**config.mk**
```make
export PLATFORM = sky130hd
export DESIGN_NAME = imem_loader
export DESIGN_NICKNAME = d
export VERILOG_FILES = /design/src/rtl/imem_loader.sv
export SDC_FILE = /design/constraint.sdc
export NUM_CORES = 1
export LEC_CHECK = 0
export ABC_AREA = 0
export CORE_MARGIN = 10
export CORE_UTILIZATION = 25
export CTS_CLUSTER_SIZE = 20
export DETAILED_ROUTE_END_ITERATION = 10
export PLACE_DENSITY = 0.56
export SYNTH_ARGS = -nofsm -noshare
export SYNTH_HDL_FRONTEND = slang
export SYNTH_SLANG_ARGS = --single-unit
```
**constraint.sdc**
```tcl
create_clock -name clk -period 3.3 [get_ports clk]
set_input_delay 0.66 -clock clk [delete_from_list [all_inputs] [get_ports clk]]
set_output_delay 0.66 -clock clk [all_outputs]
set_load 0.03 [all_outputs]
```
**src/rtl/imem_loader.sv**
```systemverilog
// imem_loader: program-loading initiator for a 1-write-port, combinational-read
// 32-bit word memory. Streams words over valid/ready into consecutive word
// addresses from BASE_ADDR, holds the CPU until the image is committed, then
// reports done or error.
// Optional readback checksum verification: define IMEM_LOADER_VERIFY_EN.
//
// Handshake: a word moves on a posedge where in_valid && in_ready are both
// high. The source keeps in_data stable while in_valid is high and in_ready
// is low; in_ready never depends on in_valid.
module imem_loader #(
    parameter int DEPTH     = 1024,
    parameter int BASE_ADDR = 0
) (
    input  logic        clk,
    input  logic        rst,
    input  logic        start,
    input  logic [10:0] load_count,
    input  logic        in_valid,
    input  logic [31:0] in_data,
    output logic        in_ready,
    output logic        mem_write_enable,
    output logic [31:0] mem_write_address,
    output logic [31:0] mem_data_in,
    output logic [31:0] mem_read_address,
    input  logic [31:0] mem_data_out,
    output logic        busy,
    output logic        done,
    output logic        error,
    output logic [10:0] words_written,
    output logic        cpu_hold
);

    localparam logic [2:0] ST_IDLE   = 3'd0;
    localparam logic [2:0] ST_LOAD   = 3'd1;
    localparam logic [2:0] ST_FLUSH  = 3'd2;
    localparam logic [2:0] ST_DONE   = 3'd4;
    localparam logic [2:0] ST_ERROR  = 3'd5;
`ifdef IMEM_LOADER_VERIFY_EN
    localparam logic [2:0] ST_VERIFY = 3'd3;
    localparam logic [2:0] FLUSH_NEXT = ST_VERIFY;
`else
    localparam logic [2:0] FLUSH_NEXT = ST_DONE;
`endif

    localparam logic [31:0] BASE_W  = 32'(BASE_ADDR);
    localparam logic [31:0] DEPTH_W = 32'(DEPTH);

    logic [2:0]  state;
    logic [10:0] count_q;      // load_count captured on the accepted start
    logic        start_ok;
    logic        range_bad;
    logic [31:0] end_addr;
    logic        xfer;
    logic        last_xfer;
    logic        in_verify;
    logic        verify_last;
    logic        verify_pass;

    assign start_ok  = start && (state == ST_IDLE || state == ST_DONE || state == ST_ERROR);
    assign end_addr  = BASE_W + {21'd0, load_count};
    assign range_bad = end_addr > DEPTH_W;

    assign in_ready  = (state == ST_LOAD) && (words_written < count_q);
    assign xfer      = in_valid && in_ready;
    assign last_xfer = xfer && (({21'd0, words_written} + 32'd1) == {21'd0, count_q});

    assign busy      = (state == ST_LOAD) || (state == ST_FLUSH) || in_verify;
    assign done      = (state == ST_DONE);
    assign error     = (state == ST_ERROR);
    assign cpu_hold  = (state != ST_DONE);

    // Main control FSM and the accepted-word counter
    always_ff @(posedge clk) begin
        if (rst) begin
            state         <= ST_IDLE;
            count_q       <= '0;
            words_written <= '0;
        end else begin
            case (state)
                ST_IDLE, ST_DONE, ST_ERROR: begin
                    if (start_ok) begin
                        count_q       <= load_count;
                        words_written <= '0;
                        if (range_bad)
                            state <= ST_ERROR;
                        else if (load_count == 11'd0)
                            state <= ST_DONE;
                        else
                            state <= ST_LOAD;
                    end
                end
                ST_LOAD: begin
                    if (xfer) begin
                        words_written <= words_written + 11'd1;
                        if (last_xfer)
                            state <= ST_FLUSH;
                    end
                end
                // One cycle for the final registered write to reach memory
                ST_FLUSH: state <= FLUSH_NEXT;
`ifdef IMEM_LOADER_VERIFY_EN
                ST_VERIFY: begin
                    if (verify_last)
                        state <= verify_pass ? ST_DONE : ST_ERROR;
                end
`endif
                default: state <= ST_IDLE;
            endcase
        end
    end

    // Registered memory write port; address/data hold when no transfer
    always_ff @(posedge clk) begin
        if (rst) begin
            mem_write_enable  <= 1'b0;
            mem_write_address <= '0;
            mem_data_in       <= '0;
        end else begin
            mem_write_enable <= xfer;
            if (xfer) begin
                mem_write_address <= BASE_W + {21'd0, words_written};
                mem_data_in       <= in_data;
            end
        end
    end

`ifdef IMEM_LOADER_VERIFY_EN
    logic [10:0] vidx;
    logic [31:0] load_sum;
    logic [31:0] read_sum;

    assign in_verify        = (state == ST_VERIFY);
    assign verify_last      = in_verify && (vidx == count_q - 11'd1);
    // The last word read is folded in combinationally so the decision lands on its edge
    assign verify_pass      = (load_sum == read_sum + mem_data_out);
    assign mem_read_address = in_verify ? (BASE_W + {21'd0, vidx}) : 32'd0;

    // Checksums over the streamed words and the memory readback
    always_ff @(posedge clk) begin
        if (rst) begin
            vidx     <= '0;
            load_sum <= '0;
            read_sum <= '0;
        end else if (start_ok) begin
            vidx     <= '0;
            load_sum <= '0;
            read_sum <= '0;
        end else begin
            if (xfer)
                load_sum <= load_sum + in_data;
            if (in_verify) begin
                read_sum <= read_sum + mem_data_out;
                vidx     <= vidx + 11'd1;
            end
        end
    end
`else
    logic unused_data_out;

    assign in_verify        = 1'b0;
    assign verify_last      = 1'b0;
    assign verify_pass      = 1'b0;
    assign mem_read_address = 32'd0;
    assign unused_data_out  = ^{mem_data_out, verify_last, verify_pass};
`endif

endmodule

```
==> results of run 1 <==
state kept, by name, indices dropped and copies added, names as in the netlist:
name / cells
words_written: 11
mem_write_address: 11
state: 3
mem_data_in: 32
mem_write_enable: 1
count_q: 11
cell usage in the layout (no fill, tap or decap), types with 6 or more instances in the layout:
master | synthesis | final
sky130_fd_sc_hd__a21oi_1 | 63 | 63
sky130_fd_sc_hd__conb_1 | 1 | 53
sky130_fd_sc_hd__nor4_1 | 6 | 6
sky130_fd_sc_hd__clkdlybuf4s50_1 | 0 | 103
sky130_fd_sc_hd__inv_1 | 15 | 15
sky130_fd_sc_hd__nand4_1 | 6 | 6
sky130_fd_sc_hd__nand3_1 | 54 | 54
sky130_fd_sc_hd__xnor2_1 | 8 | 8
sky130_fd_sc_hd__nor2_1 | 7 | 7
sky130_fd_sc_hd__nor3_1 | 6 | 6
sky130_fd_sc_hd__o21ai_0 | 54 | 54
sky130_fd_sc_hd__ha_1 | 12 | 12
sky130_fd_sc_hd__buf_4 | 54 | 18
sky130_fd_sc_hd__a31oi_1 | 8 | 8
sky130_fd_sc_hd__xor2_1 | 7 | 7
sky130_fd_sc_hd__dfxtp_1 | 69 | 69
sky130_fd_sc_hd__nand2_1 | 39 | 39
sky130_fd_sc_hd__or3_1 | 6 | 6
sky130_fd_sc_hd__clkbuf_16 | 0 | 9
worst paths after layout:
check                                         start                                end  slack (ns)
setup / recovery            count_q[8]$_SDFFE_PP0P_                           in_ready        0.27
hold / removal    mem_write_address[3]$_SDFFE_PP0P_  mem_write_address[3]$_SDFFE_PP0P_        0.47
hold reg to reg   mem_write_address[3]$_SDFFE_PP0P_  mem_write_address[3]$_SDFFE_PP0P_        0.47
setup reg to reg            count_q[8]$_SDFFE_PP0P_      words_written[4]$_SDFFE_PP0P_        0.46
layer usage:
layer / track usage / wire length [um]
met3: 0.0373 / 916
met4: 0.0392 / 140
met1: 0.136 / 5210
met5: 0 / 0
met2: 0.204 / 6520
worst max-delay path, stage by stage, from the launching register on:
cell and delay [ns]:
sky130_fd_sc_hd__dfxtp_1 0.39, sky130_fd_sc_hd__inv_1 0.07, sky130_fd_sc_hd__ha_1 0.30, sky130_fd_sc_hd__a21oi_1 0.12
sky130_fd_sc_hd__o21ai_0 0.07, sky130_fd_sc_hd__or3_1 0.42, sky130_fd_sc_hd__or3_1 0.38, sky130_fd_sc_hd__inv_2 0.11
sky130_fd_sc_hd__buf_4 0.17
power by group:
group          switching, uW  internal [uW]  leakage [uW]
logic                    297            146       0.00117
clock network            359            600      0.000145
registers               20.5            863      0.000560
cell type report:
cell class	count	area [um^2]	area share
Clock buffer	11	243	0.0470
Clock inverter	4	48.8	0.00945
Inverter	16	60.1	0.0116
Multi-Input combinational cell	368	2000	0.388
Sequential cell	69	1380	0.267
Tap cell	188	235	0.0455
Timing Repair Buffer	124	1200	0.232
per-stage QoR:
stage,cells,power (uW)
after floorplan,547,1220
after CTS,780,2320
after detailed placement,765,1340
after global routing,780,2400
after global placement,765,1340
final,780,2280
kinds of logic (layout without fill, tap and decap cells):
group,count (synthesis),after routing,synth area share
AO/OA/AOI/OAI,147,147,0.212
XOR/XNOR,15,15,0.0345
adder cells (fa/ha/maj),12,12,0.0394
buffers and inverters,110,155,0.163
flip-flops,69,69,0.363
other,1,53,0.000984
AND/OR/NAND/NOR,141,141,0.187
==> results summary, run 1 <==
The flow ran to the end, and the final reports show no timing, DRC or antenna violations. The number of global-route vias before repair came to 3651. The share of the clock period used by the worst path after layout came out at 0.918. The total detailed-routing wirelength is between 10000 and 15000 um. TritonCTS built the clock tree. The number of remaining DRC errors is 0.

Dividing total power by cell area gives a power density of 442 nW/um^2. The maximum resistive drop on vdd came out at 215 uV. The worst-case headroom to the max-slew limit came out at 0.546. The setup TNS after final layout is 0 ns. The top-level I/O count is 192. The count of yosys warnings during synthesis came out at 0. The global-route wire length before repair came out at 19300 um. The clock root buffer is sky130_fd_sc_hd__clkbuf_16. The worst setup path is of the register to output pin kind. The synthesized area per cell is between 7 and 8 um^2. In the final routed layout, each cell accounts on average for between 15 and 20 um.

The worst path meets setup with 0.272 ns of slack. The slew at the pin closest to its max-slew limit came out at roughly 0.68 ns. The total count of hold-check failures in the final report came to 0. Setup violations remaining at the end of the flow were counted as 0. For the worst flop-to-flop path, the logic depth is 10. In the final layout, the share of cells above drive strength 1 is 0.0642. In the synthesized netlist the dominant register cell turns out to be sky130_fd_sc_hd__dfxtp_1. The horizontal die dimension came out at 143 um. The initial utilization of the core area, before any placement, comes to 0.252.

Timing would allow up to 330 MHz. After the first detailed-routing iteration, the DRC count stood at 223. The number of antenna violations at the first check in global routing came to 0. The floorplan row count is 45. The kind of path behind the tightest hold check is register to register. The placer congestion estimate came out at 0.834.

The number of filler instances in the final layout is ~1600. Post-CTS timing repair inserted 0 buffers for setup. The endpoint class of the critical path is an output pin. The area growth from synthesis to layout is 35.6%. The smallest clock period supported by the final layout is computed as 3.03 ns.

The deepest level of the CTS H-tree is 3. The clock transition time at the flip-flop clock pins of the worst setup and hold paths is approximately 0.06 ns. The final-layout worst hold slack is 0.471 ns. Along the worst path, the maximum fanout reaches 3. The clock skew after layout is 0.00475 ns. In this run, synthesis produced a sequential element count of 69. Synthesis handed over a netlist of between 400 and 500 instances.

The antenna cell count came out at 0. The most common cell in the synthesized netlist is sky130_fd_sc_hd__dfxtp_1. Of the post-synthesis cell area, the dominant cell type holds 0.363.

The data arrival time of the critical path is 2.37 ns. The final-stage net count came out at just under 700. The maximum buffer depth of the clock tree is 2.

The fraction of registers with async set/reset is 0. The remaining global-route overflow came out at 0. The all-layer global routing usage is 0.119. The count of nets left with antenna violations once routing finished came out at 0. The number of detailed-route iterations in the first pass is 7. The maximum number of pins on one net before global-route repair came out at 54. The estimated wirelength of the detail-placed design is about 9100 um. Clock tree synthesis found a total of 69 sinks. The startpoint type of the worst setup path is a register. The number of flops mapped to enable cells by yosys came out at 0. The clock latency on the worst-skew pair came out at approximately 0.34 ns. The count of buffers from port buffering came out at about 110. Data on the critical path is required at its endpoint by 2.64 ns. The final design instance area without fill is roughly 5200 um^2. The vias after detailed routing is 3748. Once layout is complete, the utilization of the core stands at 0.342. The floorplan step defined a die boundary enclosing 20600 um^2. The post-synthesis cell area came out at around 3800 um^2. The number of slew-limit violations in the final report was 0. The post-place instance area came out at 4870 um^2. The cell depth of the worst hold path came out at 2. Setup repair after global routing left no endpoint under its margin. The hold buffer count at CTS came out at 0.

The commonest cells after synthesis are 69 x sky130_fd_sc_hd__dfxtp_1, 63 x sky130_fd_sc_hd__a21oi_1, 54 x sky130_fd_sc_hd__buf_4, 54 x sky130_fd_sc_hd__nand3_1, 54 x sky130_fd_sc_hd__o21ai_0. The total CTS buffers came out at 9. The pre-CTS worst setup slack is 0.482 ns.

The count of instances resized after the clock tree is built is 0. By area the synthesized netlist is led by sky130_fd_sc_hd__dfxtp_1 36%, sky130_fd_sc_hd__buf_4 11%, sky130_fd_sc_hd__a21oi_1 8.3%. The leakage dissipation is 0.00187 uW.

The most area-hungry cell type in the Yosys netlist is sky130_fd_sc_hd__dfxtp_1. In the routed layout, each cell is associated on average with a via count of 4.81. The post-synthesis sequential area ratio is 0.363.

The count of cell types in the netlist is 42. The floorplan step set the die height to about 140 um. The area of the core region is 15100 um^2. Across the run, the number of max-cap violations was 0.
No activity file was read; power rests on OpenSTA's default activity.
==> run 2: changes to the inputs <==
Settings changed: SLEW_MARGIN set to 20.
==> results of run 2 <==
The final DEF is identical to that of run 1; final timing and power are the same.
==> run 3: changes to the inputs <==
--- a/config.mk
+++ b/config.mk
@@ -8,2 +8,3 @@
 export ABC_AREA = 0
+export CORE_ASPECT_RATIO = 1.2
 export CORE_MARGIN = 10
--- a/constraint.sdc
+++ b/constraint.sdc
@@ -3,2 +3,2 @@
 set_output_delay 0.66 -clock clk [all_outputs]
-set_load 0.03 [all_outputs]
+set_load 0.1 [all_outputs]
==> run 3 against run 2 <==
- count of clock-buffer cells in the layout unchanged
- combinational power grew 67%
- worst setup slack lost 0.062 ns
- via count down 0.61%
- critical path depth fell by 1
- hold slack got worse by 0.00057 ns
- sequential power barely moved
- first-iteration DRC count up 7.2%
- total power grew 16%
- final cell count increased by 1.7%
- die area hardly changed
- highest routed layer unchanged
==> results summary, run 3 (synthesis gave the netlist of run 1 again) <==
The flow ran to the end, and the final reports show no timing, DRC or antenna violations. The placed instance count came to 777 (+1.6%). The combinational group share of total power was 0.279 (+0.085). The register with the most flip-flops in the final layout is mem_data_in. The number of buffers inserted to repair setup after CTS was 0 (unchanged). The placer congestion estimate came out at 0.852 (+2.1%). The area of the core region is 15000 um^2 (-0.86%). The delay of the slowest cell on the worst path came out at 0.44 ns (+0.02 ns). The number of antenna violations at the first check in global routing came out at 0 (unchanged). The data arrival time of the critical path came to 2.43 ns (+0.06 ns). The proportion of power drawn by flip-flops and latches came out at 0.333 (-0.054).

The number of detailed-route iterations in the first pass was 4 (-3). The highest net fanout along the worst path came out at 12 (+9). The final cell utilization of the core is 0.338 (-0.00472).

The area growth from synthesis to layout is 32.6%. The number of design-rule violations left by the first detailed-router iteration is 239 (+7.2%). The switching power came to 991 uW (+47%). On the critical path the largest part of the delay comes from simple AND/OR/NAND/NOR gates.

The all-layer global routing usage came out at 0.124 (+0.00517). The most common cell after layout, fill and taps aside is sky130_fd_sc_hd__buf_4. The total CTS buffers came out at 9 (unchanged). By startpoint and endpoint, the worst setup path is classified as register to output pin. The final instance count without filler cells was 793 (+1.7%).

The maximum buffer depth of the clock tree was 2 (unchanged). The critical path goes through ha_1 > a21oi_1 > o21ai_0 > or3_1 > or3_4 > inv_2 > buf_12. The estimated wirelength of the detail-placed design was 9450 um (+3.6%). The setup TNS after final layout came out at 0 ns (unchanged). The number of clock sinks is 69 (unchanged).

The clock skew after layout is 0.00880 ns (+0.00405 ns). The antenna cell count came to 0 (unchanged). The final-stage net count came out at 675 (-0.59%). The share of the clock period used by the worst path after layout is 0.936 (+0.0188). The average detailed-routed wire length per instance came out at 16.3 um (-0.45%). The remaining global-route overflow is 0 (unchanged). The count of maximum capacitance violations came to 0 (unchanged).

Setup repair after global routing left no endpoint under its margin. The total count of hold-check failures in the final report was 0 (unchanged). The floorplan row count came out at 49 (+8.9%). The deepest level of the CTS H-tree came out at 3 (unchanged). CTS placed an instance of sky130_fd_sc_hd__clkbuf_16 at the clock tree root. STA classifies the critical path endpoint as an output pin. The internal cell power was 1660 uW (+3.4%). The worst-case headroom to the max-slew limit is 0.526 (-0.0196). The global-route wire length before repair came to 20700 um (+7.2%). The effective utilization at floorplan came out at 0.255 (+0.00220).

The reg2reg setup slack is 0.49 ns (+0.03 ns). The horizontal die dimension is 133 um (-7.5%). The power per unit of standard cell area is 525 nW/um^2 (+19%). The maximum achievable frequency came out at 324 MHz (-2.0%). The clock transition time at the flip-flop clock pins of the worst setup and hold paths is 0.06 ns (about the same). The top-level I/O count was 192 (unchanged). The leakage dissipation is 0.00198 uW (+5.9%).

The minimum clock period after layout came out at 3.09 ns (+0.0620 ns). The number of failing setup endpoints in the final timing report is 0 (unchanged). The data required time at the worst endpoint came to 2.64 ns (about the same). The number of slew-limit violations in the final report came to 0 (unchanged). The slew at the pin closest to its max-slew limit came out at 0.708 ns (+0.0293 ns). The path class of the tightest hold or removal check is register to register. The total die area is 20600 um^2 (about the same). The share of power burned in the clock network came out at 0.388 (-0.032).

The flip-flop count of the largest register after layout came to 32 (unchanged). The largest individual stage delay along the critical path comes from the cell sky130_fd_sc_hd__dfxtp_2. TritonCTS built the clock tree. The remaining antenna violation count was 0 (unchanged). The number of global-route vias before repair came to 3929 (+7.6%). The fraction of final layout cells with drive strength greater than 1 came out at 0.171 (+0.107).

The maximum number of pins on one net before global-route repair is 53 (-1.9%). The total detailed-routing wirelength is 12900 um (+1.2%). The vias after detailed routing came out at 3725 (-0.61%). The worst setup path is launched from a register. The count of buffers from port buffering is 106 (unchanged). The clock latency on the worst-skew pair was 0.34 ns (about the same).

The detail-routed via count per cell is 4.70 (-2.2%). The number of buffer and inverter instances along the worst setup path is 2 (-1). The maximum resistive drop on vdd is 262 uV (+22%).

The switching share of total power came out at 0.374 (+0.0776). The number of remaining DRC errors is 0 (unchanged). Leaving out fill and tap cells, the most frequent cells in the layout are 72 x sky130_fd_sc_hd__buf_4, 63 x sky130_fd_sc_hd__a21oi_1, 62 x sky130_fd_sc_hd__dfxtp_1.

The y dimension of the die came to 155 um (+8.2%).
run 3: cell types whose count changed in the layout (fill, tap and decap cells not counted), moves of 7 or more:
cell / change
sky130_fd_sc_hd__buf_4: +54
sky130_fd_sc_hd__clkdlybuf4s50_1: -59
sky130_fd_sc_hd__dfxtp_1: -7
sky130_fd_sc_hd__dfxtp_2: +7
run 3: area by class of cell:
| cell class | instances | area (um^2) |
|---|---|---|
| fillers | 1622 | 9910 |
| multi-input cells | 368 | 2010 |
| flip-flops and latches | 69 | 1390 |
| repair buffers | 120 | 1030 |
| well taps | 204 | 255 |
| clock buffers | 11 | 233 |
| clock inverters | 5 | 75.1 |
| inverters | 16 | 60.1 |
run 3: what timing repair did:
| action | 4_1_cts | 5_1_grt |
|---|---|---|
| resized for setup | 0 | 1 |
| setup endpoints to repair | 0 | 1 |
| endpoints found under the hold margin | 0 | 0 |
| hold buffers | 0 | 0 |
run 3: layer usage:
metal / vias to the layer above / track usage / wire length (um)
li1: 1812 / - / -
met1: 1748 / 0.132 / 5190
met3: 25 / 0.0480 / 1150
met4: 0 / 0.0640 / 318
met5: - / 0 / 0
met2: 140 / 0.208 / 6280
run 3: worst paths after layout:
kind | startpoint | endpoint | cells after the start
worst min register to register | count_q[0]$_SDFFE_PP0P_ | count_q[0]$_SDFFE_PP0P_ | 2
worst max-delay path | words_written[8]$_SDFFE_PP0P_ | in_ready | 7
worst max register to register | words_written[8]$_SDFFE_PP0P_ | words_written[9]$_SDFFE_PP0P_ | 8
worst min-delay path | count_q[0]$_SDFFE_PP0P_ | count_q[0]$_SDFFE_PP0P_ | 2
run 3: power by group through the flow:
stage	Combinational (uW)	Sequential (uW)	Clock (uW)
after floorplan	495	1030	0
after global placement	736	900	0
after detailed placement	741	902	0
after CTS	743	884	1060
after global routing	782	887	1100
final	741	883	1030
run 3: stage by stage:
step | hold slack, ns | worst slack [ns] | power (uW) | cell area [um^2]
after floorplan | 0.440 | 0.0513 | 1530 | 4010
after global placement | 0.460 | 0.307 | 1640 | 4740
after detailed placement | 0.466 | 0.325 | 1640 | 4740
after CTS | 0.474 | 0.0116 | 2690 | 5050
after global routing | 0.500 | 0.0323 | 2760 | 5050
final | 0.471 | 0.210 | 2650 | 5050
run 3: worst reg2reg max path, delay by kind of cell, from the launching register on:
| family | cells | cell delay [ns] |
|---|---|---|
| compound gates | 3 | 0.37 |
| fa+ha+maj | 1 | 0.28 |
| buf+inv | 1 | 0.30 |
| flops | 1 | 0.44 |
| simple gates | 3 | 1.37 |
